==> src/rtl/cmp_unit.sv <==
// Multi-cycle integer relational comparator for i32/i64 Wasm ops.
// Operands are left-aligned and compared CHUNK bits per cycle, MSB chunk first.
module cmp_unit #(
    parameter int         WIDTH       = 64,
    parameter int         NARROW      = 32,
    parameter int         CHUNK       = 16,
    parameter bit         EARLY_EXIT  = 1'b0,
    parameter logic [2:0] TRAP_BAD_OP = 3'd4
) (
    input  logic             clk,
    input  logic             reset,
    input  logic             in_valid,
    output logic             in_ready,
    input  logic [3:0]       op,
    input  logic             is64,
    input  logic [WIDTH-1:0] lhs,
    input  logic [WIDTH-1:0] rhs,
    output logic             out_valid,
    input  logic             out_ready,
    output logic [WIDTH-1:0] result,
    output logic [2:0]       trap
);

    localparam int NCH_WIDE   = WIDTH / CHUNK;
    localparam int NCH_NARROW = NARROW / CHUNK;
    localparam int IDX_W      = (NCH_WIDE > 1) ? $clog2(NCH_WIDE) : 1;
    localparam logic [IDX_W-1:0] TOP_WIDE   = IDX_W'(NCH_WIDE - 1);
    localparam logic [IDX_W-1:0] TOP_NARROW = IDX_W'(NCH_NARROW - 1);

    localparam logic [3:0] OP_EQZ  = 4'd0;
    localparam logic [3:0] OP_EQ   = 4'd1;
    localparam logic [3:0] OP_NE   = 4'd2;
    localparam logic [3:0] OP_LT_S = 4'd3;
    localparam logic [3:0] OP_LT_U = 4'd4;
    localparam logic [3:0] OP_GT_S = 4'd5;
    localparam logic [3:0] OP_GT_U = 4'd6;
    localparam logic [3:0] OP_LE_S = 4'd7;
    localparam logic [3:0] OP_LE_U = 4'd8;
    localparam logic [3:0] OP_GE_S = 4'd9;
    localparam logic [3:0] OP_GE_U = 4'd10;

    typedef enum logic [1:0] {
        S_IDLE,
        S_CMP,
        S_DONE
    } state_t;

    state_t           state_q, state_d;
    logic [3:0]       op_q, op_d;
    logic [WIDTH-1:0] a_q, a_d;
    logic [WIDTH-1:0] b_q, b_d;
    logic [IDX_W-1:0] idx_q, idx_d;
    logic             eq_q, eq_d;
    logic             lt_q, lt_d;
    logic             gt_q, gt_d;
    logic             res_q, res_d;
    logic [2:0]       trap_q, trap_d;

    function automatic logic is_signed_op(input logic [3:0] o);
        return o inside {OP_LT_S, OP_GT_S, OP_LE_S, OP_GE_S};
    endfunction

    // Narrow operands are shifted to the top so the MSB chunk is always at WIDTH-1;
    // flipping the sign bit turns a signed compare into an unsigned one.
    function automatic logic [WIDTH-1:0] align_op(input logic [WIDTH-1:0] v,
                                                  input logic wide, input logic sgn);
        logic [WIDTH-1:0] t;
        t = wide ? v : (WIDTH'(v[NARROW-1:0]) << (WIDTH - NARROW));
        if (sgn) t[WIDTH-1] = ~t[WIDTH-1];
        return t;
    endfunction

    function automatic logic final_bool(input logic [3:0] o, input logic eq,
                                        input logic lt, input logic gt);
        case (o)
            OP_EQZ, OP_EQ:    return eq;
            OP_NE:            return !eq;
            OP_LT_S, OP_LT_U: return lt;
            OP_GT_S, OP_GT_U: return gt;
            OP_LE_S, OP_LE_U: return lt | eq;
            OP_GE_S, OP_GE_U: return gt | eq;
            default:          return 1'b0;
        endcase
    endfunction

    logic [CHUNK-1:0] a_top, b_top;
    logic             eq_n, lt_n, gt_n, last_chunk;

    assign a_top      = a_q[WIDTH-1 -: CHUNK];
    assign b_top      = b_q[WIDTH-1 -: CHUNK];
    assign eq_n       = eq_q && (a_top == b_top);
    assign lt_n       = lt_q || (eq_q && (a_top < b_top));
    assign gt_n       = gt_q || (eq_q && (a_top > b_top));
    assign last_chunk = (idx_q == '0) || (EARLY_EXIT && !eq_n);

    // NOTE: every always_comb target gets a default first so no path can infer a latch.
    always_comb begin
        state_d = state_q;
        op_d    = op_q;
        a_d     = a_q;
        b_d     = b_q;
        idx_d   = idx_q;
        eq_d    = eq_q;
        lt_d    = lt_q;
        gt_d    = gt_q;
        res_d   = res_q;
        trap_d  = trap_q;

        case (state_q)
            S_IDLE: begin
                if (in_valid) begin
                    op_d = op;
                    a_d  = align_op(lhs, is64, is_signed_op(op));
                    b_d  = (op == OP_EQZ) ? '0 : align_op(rhs, is64, is_signed_op(op));
                    eq_d = 1'b1;
                    lt_d = 1'b0;
                    gt_d = 1'b0;
                    if (op <= OP_GE_U) begin
                        idx_d   = is64 ? TOP_WIDE : TOP_NARROW;
                        trap_d  = 3'd0;
                        state_d = S_CMP;
                    end else begin
                        res_d   = 1'b0;
                        trap_d  = TRAP_BAD_OP;
                        state_d = S_DONE;
                    end
                end
            end
            S_CMP: begin
                eq_d  = eq_n;
                lt_d  = lt_n;
                gt_d  = gt_n;
                a_d   = a_q << CHUNK;
                b_d   = b_q << CHUNK;
                idx_d = idx_q - 1'b1;
                if (last_chunk) begin
                    res_d   = final_bool(op_q, eq_n, lt_n, gt_n);
                    state_d = S_DONE;
                end
            end
            S_DONE: begin
                if (out_ready) state_d = S_IDLE;
            end
            default: state_d = S_IDLE;
        endcase
    end

    always_ff @(posedge clk or posedge reset) begin
        if (reset) begin
            state_q <= S_IDLE;
            op_q    <= '0;
            a_q     <= '0;
            b_q     <= '0;
            idx_q   <= '0;
            eq_q    <= 1'b0;
            lt_q    <= 1'b0;
            gt_q    <= 1'b0;
            res_q   <= 1'b0;
            trap_q  <= '0;
        end else begin
            state_q <= state_d;
            op_q    <= op_d;
            a_q     <= a_d;
            b_q     <= b_d;
            idx_q   <= idx_d;
            eq_q    <= eq_d;
            lt_q    <= lt_d;
            gt_q    <= gt_d;
            res_q   <= res_d;
            trap_q  <= trap_d;
        end
    end

    assign in_ready  = (state_q == S_IDLE);
    assign out_valid = (state_q == S_DONE);
    assign result    = {{(WIDTH-1){1'b0}}, res_q};
    assign trap      = trap_q;

endmodule

==> config.mk <==
export PLATFORM = sky130hd
export DESIGN_NAME = cmp_unit
export DESIGN_NICKNAME = d
export VERILOG_FILES = /design/src/rtl/cmp_unit.sv
export SDC_FILE = /design/constraint.sdc
export NUM_CORES = 1
export LEC_CHECK = 0
export ABC_AREA = 1
export BUFFER_PORTS_ARGS = -buffer_cell sky130_fd_sc_hd__buf_4
export CAP_MARGIN = 5
export CORE_ASPECT_RATIO = 1.1
export CORE_UTILIZATION = 54
export CTS_BUF_LIST = sky130_fd_sc_hd__clkbuf_8 sky130_fd_sc_hd__clkbuf_16
export DETAILED_ROUTE_END_ITERATION = 7
export PLACE_DENSITY_LB_ADDON = 0.1
export SYNTH_ARGS = -nofsm -noshare
export SYNTH_HDL_FRONTEND = slang
export SYNTH_SLANG_ARGS = --single-unit
export TNS_END_PERCENT = 50
==> constraint.sdc <==
create_clock -name clk -period 5.1 [get_ports clk]
set_input_delay 0.765 -clock clk [delete_from_list [all_inputs] [get_ports clk]]
set_output_delay 0.765 -clock clk [all_outputs]
set_load 0.01 [all_outputs]
; Word-level counts from Yosys, hierarchy flattened
; Cells that the tools add are included.
[totals]
ff_bits = 143
input_bits = 137
out_inout_bits = 69
wordCells = 91
[classes]
n_addsub = 1
n_lt_le_gt_ge = 3
n_eq_ne = 22
mux = 29
bitwise_logic = 4
reduce_logical = 22
[op_table]
columns = op, n
row1 = 2-to-1 mux 64 bit, 5
row2 = one-hot mux 64 bit (2 select lines), 2
row3 = == test 4 x 3 -> 1 bit (second input constant), 6
row4 = == test 16 bit, 1
row5 = == test 4 bit (second input constant), 4
row6 = greater-than comparator 16 bit, 1
row7 = < comparator 16 bit, 1
row8 = 2-to-1 mux 2 bit, 7
row9 = == test 4 x 2 -> 1 bit (second input constant), 3
row10 = OR reduction 2 bit, 5
row11 = zero test 4 bit, 2
row12 = one-hot mux 1 bit (2 select lines), 4
row13 = 2-to-1 mux 1 bit, 7
row14 = inequality test 2 bit (second input constant), 3
row15 = one-hot mux 1 bit (6 select lines), 1
row16 = one-hot mux 2 bit (3 select lines), 1
row17 = AND reduction 3 bit, 2
row18 = == test 4 x 1 -> 1 bit (second input constant), 1
row19 = <= comparator 4 bit (second input constant), 1
row20 = zero test 2 bit, 2
row21 = inequality test 2 x 1 -> 1 bit (second input constant), 2
row22 = one-hot mux 2 bit (2 select lines), 1
row23 = AND reduction 2 bit, 2
row24 = AND reduction 4 bit, 1
row25 = 11 further kinds, 16

; Longest topological paths before layout
; Gate-level depths: netlist of the first run.
[logic_depth]
word_depth = 7
ltp_mapped = 19
depth_no_buf = 19

; Least setup slack after synthesis of the first run
; Ideal clock, no wire load.
[synth_timing]
path_kind = input to register
from = input port op[3]
to = register b_q[32]
setup_ns = 0.130
arrival_time_ns = 1.605
t_required_ns = 4.970
slack_ns = 3.365
stages = 7
path_buffers = 1
path_cell_list = inv_1 > nand3_1 > nor2_1 > inv_1 > nand3_1 > clkbuf_1 > o21ai_0
[synth_between]
elab_chain_cells = 4
[synth_lines]
columns = item, line_no
row1 = from (decl), 14  ; input logic [3:0] op,
row2 = zero test 4 bit, 114  ; b_d = (op == OP_EQZ) ? '0 : align_op(rhs, is64, is_signed_op(op));
row3 = 2-to-1 mux 64 bit, 114
row4 = 2-to-1 mux 64 bit, 111  ; if (in_valid) begin
row5 = one-hot mux 64 bit (2 select lines), 109  ; case (state_q)
row6 = to (signal assigned), 153  ; b_q <= '0;
row7 = to (signal assigned), 164  ; b_q <= b_d;
row8 = to (decl), 51  ; logic [WIDTH-1:0] b_q, b_d;
; No other way between the ends. The select of a mux whose other input is x is not followed.
; A chain may end at the register's enable or synchronous reset.

; Final worst setup path of the first run
[layout_timing]
from = register state_q[0]
to = register a_q[30]
[layout_between]
elab_chain_cells = 3
elab_cells_between_ends = 6
cone_classes = 2 x eq/ne / 1 x mux / 3 x reduce/logical
[layout_lines]
columns = item, line_no
row1 = from (decl), 48  ; state_t state_q, state_d;
row2 = from (signal assigned), 161  ; state_q <= state_d;
row3 = == test 2 x 1 -> 1 bit / zero test 2 bit (equally long branches), 109
row4 = nonzero test 2 bit (no line) / inequality test 2 bit (equally long branches), n/a
row5 = AND reduction 2 bit (no line), n/a
row6 = to (signal assigned), 152  ; a_q <= '0;
row7 = to (signal assigned), 163  ; a_q <= a_d;
row8 = to (decl), 50  ; logic [WIDTH-1:0] a_q, a_d;
; Parallel ways exist; a longest one is shown, timed or not.

==> run summary, run 1 <==
status -> complete, no violations
slowest cell on the critical path -> nor2_4
vias in the first global route -> 6080
first-pass GRT wire length -> 29570 um
Yosys reg bits -> 141
mapped cell area -> 7779 um^2
Starting Density -> 55.93%
post-synthesis mux area share -> 4.118%
async set or reset register ratio after synthesis -> 100.0%
Tcrit/Tclk final -> 54.66%
post-synthesis sequential area ratio -> 45.36%
Net count, final -> 1182
DRT antenna net count -> 0
detailed-route DRC error count -> 0
Setup Fix Bufs, Post-CTS -> 0
clock tree buffer depth -> 2
Critical path buffers and inverters -> 1
Die ar. -> 14890 um^2
ordered cell list for the critical path -> nor2_4, nand2_2, nor2_4, inv_2, o221ai_1
met1 global-route usage -> 33.67%
layout cell share with drive strength beyond 1 -> 18.37%
initial antenna violation count -> 0
Clock Latency Late Sink -> 420 ps
Pleak -> 4.669 nW
Synth Area in XOR/XNOR -> 0.2252%
Resized Gates After CTS -> 0
CTS Hold Bufs -> 0
CP required -> 5420 ps
GRT Util Overall -> 25.99%
top-count cell post-synth -> nand2_1
total negative slack -> 0 ps
# setup viols final -> 0
Max-slew headroom -> 23.79%
Yosys top cell area share -> 45.36%
Synth top cells by count -> 168 x nand2_1, 141 x dfrtp_1, 137 x o21ai_0
Pwr Density -> 508.1 nW/um^2
I/O Buffers -> 140
area of the multi-input gates -> 3309 um^2
core area -> 13910 um^2
Synth Area in Adders -> 2.734%
CTS buffer count -> 17
HPWL after DPL -> 11790 um
post-synth cell types -> 35
Synth area leaders -> dfrtp_1 45%, o21ai_0 8.8%, nand2_1 8.1%
Yosys warnings -> 0
First DRT Iteration DRCs -> 490
main combinational cell family by area after synthesis -> compound AO/OA/AOI/OAI gates
crit-path max FO -> 41
Simple-Gate Fraction of Synth Area -> 12.29%
final hold viol count -> 0
worst-margin pin slew -> 1142 ps
Avg Inst Size Synth -> 8.464 um^2
Vias -> 6481
Post-Layout Cell Count -> 1228
Area Overhead vs Synth -> 17.36%
flop2flop setup slack -> 2310 ps
GP Congestion -> 0.7986
CP max stage delay -> 940 ps
first drt pass iteration count -> 5
grt peak-use layer -> met2
met2 GRT Util -> 43.72%
EDFF count, synth -> 0
Worst EP arrival -> 3110 ps
max-slew violation count -> 0
# clock sinks -> 141
largest net degree at the start of global routing -> 106
unrepaired setup endpoints after global routing -> no
Worst Hold Launch -> a_q[38]
main flop type after synthesis -> dfrtp_1
compound-cell area share of the yosys netlist -> 19.98%
Worst setup SP type -> register
kind of critical path -> reg2reg
# IOs -> 206
wire length per cell -> 14.67 um
Setup crit start -> state_q[0]
met3 Usage GRT -> 4.775%
Tmin final -> 2788 ps
Max-cap violations -> 0
HP Class -> reg2reg
clock-pin slew on the worst setup and hold paths -> 60 ps
Vias/cell -> 5.278
Synth area leader -> dfrtp_1
# fillers -> 1222
Seq. cell area -> 3528 um^2
GR Overflow Total -> 0
placed cell count -> 1197
Antenna diodes -> 0
most frequent cell on the critical path -> nor2_4
Largest delay share family, worst path -> simple AND/OR/NAND/NOR gates
FMAX -> 358.7 MHz
Worst Skew -> 4.014 ps
H-tree depth reported by CTS -> 4
row count -> 45
Root Driver -> clkbuf_16
Die Span X -> 116.4 um
die height -> 127.9 um
routed wire length -> 18020 um
reg2reg start -> state_q[0]
Mapped Cells -> 919
Peak VDD IR -> 373.8 uV
kind of end point of the critical path -> register
CTS tree -> yes
## stage by stage
step	total power [mW]	hold slack [ps]	area, um^2	utilization (%)	setup WS [ps]
finish	4.638	479.4	9129	65.64	2312
detailed placement	3.488	465.8	8576	61.66	1944
floorplan	3.089	443.8	8019	-	553.8
CTS	4.662	481.4	9129	65.64	2226
global placement	3.438	463.8	8576	61.66	2100
global route	5.011	496.6	9129	65.64	2000
## worst min-delay path, stage by stage, from the launching register on
cell and delay [ps]:
dfrtp_1 340, nand2_1 50, nand2_1 50
## report_power, final
group	switching, mW	internal [mW]
sequential	0.240	1.55
combinational	1.09	0.597
clock	0.449	0.708
total	1.78	2.85
## path summary, 6_finish.rpt
path | end | cells past startpoint
worst max-delay path | a_q[30] | 5
worst min-delay path | a_q[38] | 2
worst max register to register | a_q[30] | 5
worst min register to register | a_q[38] | 2
max in group asynchronous | b_q[17] | 3
min in group asynchronous | a_q[25] | 2
## kinds of logic after synthesis
logic type               count (synthesis)
adder cells (fa/ha/maj)                 17
buffers and inverters                  228
flip-flops                             141
XOR/XNOR                                 2
multiplexers                            32
AO/OA/AOI/OAI                          266
other                                    1
AND/OR/NAND/NOR                        232
## routing by layer
| layer | up-vias | part of all wire, % |
|---|---|---|
| met2 | 210 | 50 |
| met5 | - | 0 |
| met1 | 3077 | 44 |
| met4 | 0 | 1.7 |
| li1 | 3166 | - |
| met3 | 28 | 4.2 |
## registers in the layout, indices dropped and copies added (netlist names)
signal   flops
idx_q        2
trap         1
lt_q         1
eq_q         1
gt_q         1
b_q         64
a_q         64
op_q         4
res_q        1
state_q      2
## cells in the final DEF, fill, tap and decap left out, types with 2 or more instances in the layout
master     netlist  final
clkinv_2         0      7
o211ai_1         2      2
nor2_1          15     15
o21ai_1         29     29
inv_2            6      6
nand3_1         41     41
nand2_2          3      2
clkbuf_8         0      4
o221ai_1         8      8
o22ai_1          3      3
clkbuf_16        0     17
a22oi_1         57     57
a21oi_1         22     22
o21ai_0        137    137
ha_1            17     17
buf_4           78    145
inv_1          103    104
conb_1           1     65
nor2_4           3      3
nand2_1        168    168
mux2i_1         32     32
dfrtp_1        141    141
## layout make-up
type | instances | share of cell area [%]
Inverter | 109 | 4.537
Clock inverter | 10 | 0.7950
Timing Repair Buffer | 145 | 11.92
Sequential cell | 141 | 38.65
Tap cell | 188 | 2.577
Clock buffer | 21 | 5.263
Multi-Input combinational cell | 614 | 36.25
Power figures use the tool's default switching activity.
==> run 2: changes to the inputs <==
==> constraint.sdc (replaced) <==
create_clock -name clk -period 2.9 [get_ports clk]
set_input_delay 0.435 -clock clk [delete_from_list [all_inputs] [get_ports clk]]
set_output_delay 0.435 -clock clk [all_outputs]
set_load 0.01 [all_outputs]
==> run 2 against run 1 <==
Effect of this change: die area unchanged; global-route usage increased by 0.19 points; final cell count increased by 0.41%; count of clock-buffer cells in the layout unchanged; utilization increased by 0.31 points; setup slack got worse by 1400 ps; total power increased by 75%; maximum frequency increased by 39%; via count decreased by 0.59%; non-clock buffer count increased by 6; combinational power increased by 79%.
==> run summary, run 2 (synthesis results as in run 1) <==
status -> complete, no violations
Max-slew headroom -> 32.51%
Clock Latency Late Sink -> 420 ps
Net count, final -> 1188
Pwr Density -> 886.0 nW/um^2
Max-cap violations -> 0
most frequent cells in the layout -> 168 x nand2_1, 149 x buf_4, 141 x dfrtp_1, 137 x o21ai_0, 103 x inv_1
final hold viol count -> 0
kind of critical path -> reg2reg
area of the multi-input gates -> 3309 um^2
HP Class -> in2async
Vias/cell -> 5.225
vias in the first global route -> 6230
core area -> 13910 um^2
detailed-route DRC error count -> 0
total negative slack -> 0 ps
met1 global-route usage -> 33.92%
worst slack at placement -> 912.7 ps
Setup Fix Bufs, Post-CTS -> 0
kind of end point of the critical path -> register
Starting Density -> 55.93%
I/O Buffers -> 140
HPWL after DPL -> 11950 um
Resized Gates After CTS -> 0
Tcrit/Tclk final -> 69.27%
max-slew violation count -> 0
worst-margin pin slew -> 1012 ps
# clock sinks -> 141
met2 GRT Util -> 43.51%
H-tree depth reported by CTS -> 4
setup ws final -> 891.2 ps
Worst Skew -> 4.734 ps
Peak VDD IR -> 556.5 uV
grt peak-use layer -> met2
die height -> 127.9 um
Clk pwr share -> 24.0%
first-pass GRT wire length -> 29910 um
unrepaired setup endpoints after global routing -> no
GR Overflow Total -> 0
# IOs -> 206
Area Overhead vs Synth -> 17.90%
GRT Util Overall -> 26.18%
Pleak -> 4.683 nW
Seq. cell area -> 3528 um^2
Tmin final -> 2009 ps
Die Span X -> 116.4 um
Die ar. -> 14890 um^2
Root Driver -> clkbuf_16
Largest regs -> a_q: 64 flops, b_q: 64 flops, op_q: 4 flops
wire length per cell -> 14.68 um
Reg power frac -> 38.8%
CTS tree -> yes
FMAX -> 497.8 MHz
most common cell after layout, fill and taps aside -> nand2_1
Antenna diodes -> 0
routed wire length -> 18100 um
layout cell share with drive strength beyond 1 -> 18.85%
Worst setup SP type -> register
row count -> 45
sw frac -> 38.85%
crit-path max FO -> 98
initial antenna violation count -> 0
GP Congestion -> 0.7972
# setup viols final -> 0
Worst EP arrival -> 2340 ps
first drt pass iteration count -> 5
clock tree buffer depth -> 2
First DRT Iteration DRCs -> 601
CP required -> 3230 ps
clock-pin slew on the worst setup and hold paths -> 60 ps
internal power -> 4.969 mW
# fillers -> 1252
net switching power figure -> 3.157 mW
largest net degree at the start of global routing -> 142
Vias -> 6443
CTS Hold Bufs -> 0
DRT antenna net count -> 0
Gate power share -> 37.3%
CTS buffer count -> 17
met3 Usage GRT -> 4.019%
run 2: worst max-delay path, stage by stage (launching register included):
cell     delay [ps]
dfrtp_1         450
nor2_4          190
nand2_2         100
nand2_4          70
buf_4           750
a22oi_1         160
o21ai_0         160
run 2: final timing paths:
check | start | to | slack [ps] | cells past startpoint
worst min-delay path | reset | a_q[5] | 170 | 3
min in group clk | out_ready | state_q[1] | 190 | 2
worst max register to register | state_q[0] | b_q[47] | 890 | 6
max in group asynchronous | reset | a_q[32] | 2090 | 3
worst max-delay path | state_q[0] | b_q[47] | 890 | 6
worst min register to register | a_q[47] | a_q[47] | 470 | 2
run 2: cell type report:
type	instances	share of cell area, %
Clock inverter	9	0.5048
Timing Repair Buffer	151	12.63
Sequential cell	141	38.47
Tap cell	188	2.565
Multi-Input combinational cell	614	36.08
Inverter	109	4.502
Clock buffer	21	5.239
run 2: routing by layer:
metal | part of all wire [%] | vias to the layer above
li1 | - | 3174
met1 | 43 | 3063
met2 | 50 | 181
met3 | 4.6 | 25
met4 | 2.4 | 0
met5 | 0 | -
run 2: power groups by stage:
stage / Clock (mW) / Combinational, mW / Sequential [mW]
after CTS: 1.97 / 3.05 / 3.15
final: 1.95 / 3.03 / 3.15
after detailed placement: 0 / 3.03 / 3.17
after floorplan: 0 / 2.39 / 3.04
after global placement: 0 / 2.95 / 3.16
after global routing: 2.06 / 3.49 / 3.23
run 2: metrics by stage:
stage / hold WS (ps) / util [%] / cell area (um^2) / cells / power (mW)
after floorplan: 443.8 / - / 8023 / 983 / 5.433
after global placement: 461.6 / 62.16 / 8645 / 1203 / 6.108
after detailed placement: 460.5 / 62.16 / 8645 / 1203 / 6.193
after CTS: 182.2 / 65.95 / 9171 / 1233 / 8.165
after global routing: 204.0 / 65.95 / 9171 / 1233 / 8.778
final: 168.1 / 65.95 / 9171 / 1233 / 8.126
